`src/rtl/mips_pkg.sv`:
```
// mips_pkg: shared load-type encodings, FIFO states and datapath defaults for the MEM/WB stage.
package mips_pkg;
    localparam int DATA_W_DEF = 32;
    localparam int ADDR_W_DEF = 5;

    typedef enum logic [1:0] {
        LD_WORD  = 2'b00,
        LD_BYTE  = 2'b01,
        LD_HALF  = 2'b10,
        LD_BYTEU = 2'b11
    } load_type_e;

    typedef enum logic [1:0] {
        EMPTY = 2'b00,
        ONE   = 2'b01,
        TWO   = 2'b10
    } wb_state_e;
endpackage

```
`src/rtl/load_extend.sv`:
```
// load_extend: picks the loaded byte/halfword out of the memory word and extends it.
// Sub-word extraction only exists with WB_LOAD_EXT_EN defined; otherwise the word passes through.
module load_extend
    import mips_pkg::*;
#(
    parameter int DATA_W = DATA_W_DEF
) (
    input  logic [DATA_W-1:0] i_mem_data,
    input  logic [1:0]        i_load_type,
    input  logic [1:0]        i_byte_off,
    output logic [DATA_W-1:0] o_data
);
`ifdef WB_LOAD_EXT_EN
    logic [7:0]  w_byte;
    logic [15:0] w_half;
    // Little-endian: byte offset n selects bits [8n+7:8n]
    assign w_byte = i_mem_data[{i_byte_off, 3'b000} +: 8];
    assign w_half = i_byte_off[1] ? i_mem_data[31:16] : i_mem_data[15:0];
    assign o_data = (i_load_type == LD_BYTE)  ? {{(DATA_W-8){w_byte[7]}}, w_byte} :
                    (i_load_type == LD_HALF)  ? {{(DATA_W-16){w_half[15]}}, w_half} :
                    (i_load_type == LD_BYTEU) ? {{(DATA_W-8){1'b0}}, w_byte} :
                                                i_mem_data;
`else
    logic w_unused;
    assign w_unused = ^{i_load_type, i_byte_off};
    assign o_data   = i_mem_data;
`endif
endmodule

```
`src/rtl/mem_wb_stage.sv`:
```
// mem_wb_stage: 2-entry write-back FIFO between MEM and the register-file write port.
// Load extension is enabled by defining WB_LOAD_EXT_EN.
module mem_wb_stage
    import mips_pkg::*;
#(
    parameter int DATA_W = DATA_W_DEF,
    parameter int ADDR_W = ADDR_W_DEF
) (
    input  logic              clk,
    input  logic              reset,
    input  logic              inValid,
    output logic              inReady,
    input  logic              inRegWrite,
    input  logic              inMemToReg,
    input  logic [DATA_W-1:0] inAluResult,
    input  logic [DATA_W-1:0] inMemData,
    input  logic [ADDR_W-1:0] inDestAddr,
    input  logic [1:0]        inLoadType,
    input  logic [1:0]        inByteOff,
    input  logic              rdReq,
    output logic              regWrite,
    output logic [DATA_W-1:0] write_back,
    output logic [ADDR_W-1:0] address1,
    output logic [15:0]       stallCount
);
    wb_state_e         r_state;
    logic [DATA_W-1:0] r_data0, r_data1;
    logic [ADDR_W-1:0] r_addr0, r_addr1;
    logic [DATA_W-1:0] w_ext, w_wdata;
    logic              w_push, w_pop;

    load_extend #(.DATA_W(DATA_W)) u_load_extend (
        .i_mem_data (inMemData),
        .i_load_type(inLoadType),
        .i_byte_off (inByteOff),
        .o_data     (w_ext)
    );

    assign w_wdata    = inMemToReg ? w_ext : inAluResult;
    assign inReady    = (r_state != TWO);
    // Non-writing entries are handshaken but never occupy a slot
    assign w_push     = inValid && inReady && inRegWrite && (inDestAddr != '0);
    assign regWrite   = (r_state != EMPTY) && !rdReq;
    assign w_pop      = regWrite;
    assign write_back = (r_state == EMPTY) ? '0 : r_data0;
    assign address1   = (r_state == EMPTY) ? '0 : r_addr0;

    always_ff @(posedge clk or posedge reset) begin
        if (reset) begin
            r_state    <= EMPTY;
            r_data0    <= '0;
            r_data1    <= '0;
            r_addr0    <= '0;
            r_addr1    <= '0;
            stallCount <= '0;
        end else begin
            if (r_state != EMPTY && rdReq && stallCount != 16'hFFFF)
                stallCount <= stallCount + 16'd1;
            case (r_state)
                EMPTY: begin
                    if (w_push) begin
                        r_data0 <= w_wdata;
                        r_addr0 <= inDestAddr;
                        r_state <= ONE;
                    end
                end
                ONE: begin
                    if (w_push && w_pop) begin
                        r_data0 <= w_wdata;
                        r_addr0 <= inDestAddr;
                    end else if (w_push) begin
                        r_data1 <= w_wdata;
                        r_addr1 <= inDestAddr;
                        r_state <= TWO;
                    end else if (w_pop) begin
                        r_state <= EMPTY;
                    end
                end
                TWO: begin
                    // Head is only replaced once it has been written out
                    if (w_pop) begin
                        r_data0 <= r_data1;
                        r_addr0 <= r_addr1;
                        r_state <= ONE;
                    end
                end
                default: r_state <= EMPTY;
            endcase
        end
    end
endmodule

```
`config.mk`:
```
export PLATFORM = sky130hd
export DESIGN_NAME = mem_wb_stage
export DESIGN_NICKNAME = d
export VERILOG_FILES = /design/src/rtl/mips_pkg.sv /design/src/rtl/load_extend.sv /design/src/rtl/mem_wb_stage.sv
export SDC_FILE = /design/constraint.sdc
export NUM_CORES = 1
export LEC_CHECK = 0
export CAP_MARGIN = 20
export CORE_AREA = 3 3 97 99
export CTS_CLUSTER_DIAMETER = 60
export CTS_CLUSTER_SIZE = 16
export DETAILED_ROUTE_END_ITERATION = 8
export DIE_AREA = 0 0 100 102
export DONT_BUFFER_PORTS = 1
export HOLD_SLACK_MARGIN = 0.06
export PLACE_DENSITY = 0.77
export SETUP_SLACK_MARGIN = 0.1
export SYNTH_ARGS = -nofsm -noshare
export SYNTH_HDL_FRONTEND = slang
export SYNTH_SLANG_ARGS = --single-unit
```
`constraint.sdc`:
```
create_clock -name clk -period 2.4 [get_ports clk]
set_input_delay 0.24 -clock clk [delete_from_list [all_inputs] [get_ports clk]]
set_output_delay 0.24 -clock clk [all_outputs]
set_load 0.05 [all_outputs]
```
==> metrics.txt <==
outcome=complete, no violations; cell taking the most area after synthesis=dfrtp_1; Layout Cells excl Fill=606; Slew Limit Fails=0; FFs w/ async S/R, synth=100%; H-Tree Level Count=3; Remaining Overflow, GRT=0; TritonCTS clock tree=done; multi-input logic area=0.00211 mm²; Worst-path clk slew=90 ps; number of synthesized flops with an enable pin=0; Synth Net Count=562; DRT iter0 DRCs=92; Initial Util=53.0%; Net count, final=573; RSZ-0062 raised after global routing=false; Leakage=2.43 nW; final core occ=58.6%; core area=0.00864 mm²; Clock Sinks=92; maximum clock path buffer count=2; antenna cell count=0; number of global-route vias before repair=3358; simple-gate share of the synthesized area=18.6%; Slew @ Worst Pin=610 ps; register area=0.00230 mm²; Seq/Total Area, Yosys=50.3%; Pwr Density=996 mW/mm²; commonest cells after routing, fill and taps aside=102 x nand2_1, 92 x dfrtp_1, 67 x o21ai_0; Synth-to-Final Area Change=10.7%; leading cell type in the layout, fill and taps excluded=nand2_1; port buffer count=0; total negative setup slack=0 ps; Slew HR=58.9%; clk_lat worst skew=350 ps; crit path DAT=1790 ps; ys flop type=dfrtp_1; io pins=134; routed wire length per instance=16.8 µm; maxcap violations=0; Compound-Gate Fraction of Synth Area=13.3%; Via Count=3421; Die Wd=100 µm; fmax=0.493 GHz; Max VDD drop=0.446 mV; fillers=774; pin count of the biggest net entering global routing=76; gp weighted congestion=0.907; cell area after layout=0.00506 mm²; critical path class=reg2out; count of final hold-check violations=0; Antenna Violating Nets Remaining=0; Netlist Area Pre-Place=0.00457 mm²; largest family of logic cells by synthesized area=simple AND/OR/NAND/NOR gates; Die Ht=102 µm; Post-Syn Instances=482; WL final=10200 µm; ratio of cells with drive above 1 in the final layout=13.3%; Final setup viols=0; Cell Area, Placed=0.00479 mm²; DP Cell Count=583; Yosys reg bits=92; initial antenna violation count=0; DRC=0; Startpoint Class=flop; Synth Area in Adders=0.274%; Mean Syn Cell Area=9.49 µm²; Hold Path Class=in2reg; post-route minimum period=2030 ps; PnR worst setup slack=371 ps; Worst EP required=2160 ps; dpl hpwl=6990 µm; total number of yosys warnings=0; post-synthesis mux area share=11.2%; pre-CTS WS=166 ps; Die ar.=0.0102 mm²; setup bufs post-CTS=0; Yosys cell types=38; Pre-antenna DRT Iters=5; synthesized-area fraction occupied by xor and xnor cells=2.68%; fin crit share=84.6%; CTS Buf Count=9; CP max FO=39; Row Count=34; vias per cell=5.65; main area contributors after synthesis=dfrtp_1 50%, nand2_1 8.4%, o21ai_0 7.3%; Yosys top cell area share=50.3%; gr usage total=20.5%; Root Buffer=clkbuf_8; Worst Skew=9.18 ps; first-pass GRT wire length=16500 µm; CP Capture Type=output pin
power breakdown:
part	internal, mW	switching (mW)
Sequential	2.03	0.236
Combinational	0.497	1.24
Clock	0.484	0.553
Total	3.01	2.03
stage by stage:
step           hold slack (ps)  total power, mW
2_1_floorplan              390             3.70
6_report                  96.3             5.04
3_5_place_dp               139             4.03
4_1_cts                   80.9             5.09
5_1_grt                    101             5.38
3_3_place_gp               139             3.95
cells in the mapped netlist, types with 3 or more instances:
| master | number |
|---|---|
| inv_1 | 4 |
| xnor2_1 | 6 |
| and3_1 | 4 |
| nand3_1 | 7 |
| mux2i_1 | 32 |
| nor2_1 | 7 |
| clkbuf_1 | 26 |
| o21ai_0 | 67 |
| dfrtp_1 | 92 |
| nand2_1 | 102 |
| and2_1 | 37 |
| buf_4 | 3 |
| o22ai_1 | 32 |
| buf_2 | 4 |
| mux2_2 | 17 |
| nor3_1 | 4 |
| nor4_1 | 4 |
| xor2_1 | 8 |
| nand4_1 | 3 |
per-layer routing:
metal | vias up | part of all wire (%) | global-route usage (%)
met1 | 1607 | 43 | 27.2
met2 | 110 | 49 | 33.4
li1 | 1689 | - | -
met4 | 0 | 1.2 | 6.63
met5 | - | 0 | 0
met3 | 15 | 6.6 | 5.26
repair_timing:
item | in CTS | in global routing
resized for setup | 0 | 1
hold buffers | 7 | 0
endpoints found under the setup margin | 0 | 12
endpoints found under the hold margin | 23 | 0
path summary, 6_finish.rpt:
check / from / to / slack [ps] / cells past startpoint
max in group asynchronous: reset / r_state[0] / 1310 / 3
min reg2reg: r_data1[11] / r_data1[11] / 480 / 2
max reg2reg: r_state[1] / r_data0[16] / 500 / 5
max: r_state[1] / write_back[30] / 370 / 2
min in group asynchronous: reset / stallCount[7] / 360 / 2
min: rdReq / r_state[0] / 100 / 2
state kept, by name, indices dropped and copies added (netlist names):
signal      count
r_data0        32
r_addr0         5
stallCount     16
r_data1        32
r_state         2
r_addr1         5
cells by family after synthesis:
group	Yosys count
and+or+nand+nor	178
AOI/OAI and AO/OA	109
DFF	92
muxes	49
buffers and inverters	39
xor gates and xnor gates	14
adders and majority gates	1
cell type report:
class	count	area share, %
Clock inverter	7	1.48
Inverter	4	0.371
Clock buffer	9	2.45
Sequential cell	92	45.5
Timing Repair Buffer	35	5.78
Tap cell	108	2.67
Multi-Input combinational cell	351	41.8
critical path, stage by stage (launching register included):
cell	delay (ps)
dfrtp_1	480
or2_4	400
and2_1	550
Note: power is estimated with default switching activity, not from simulation.
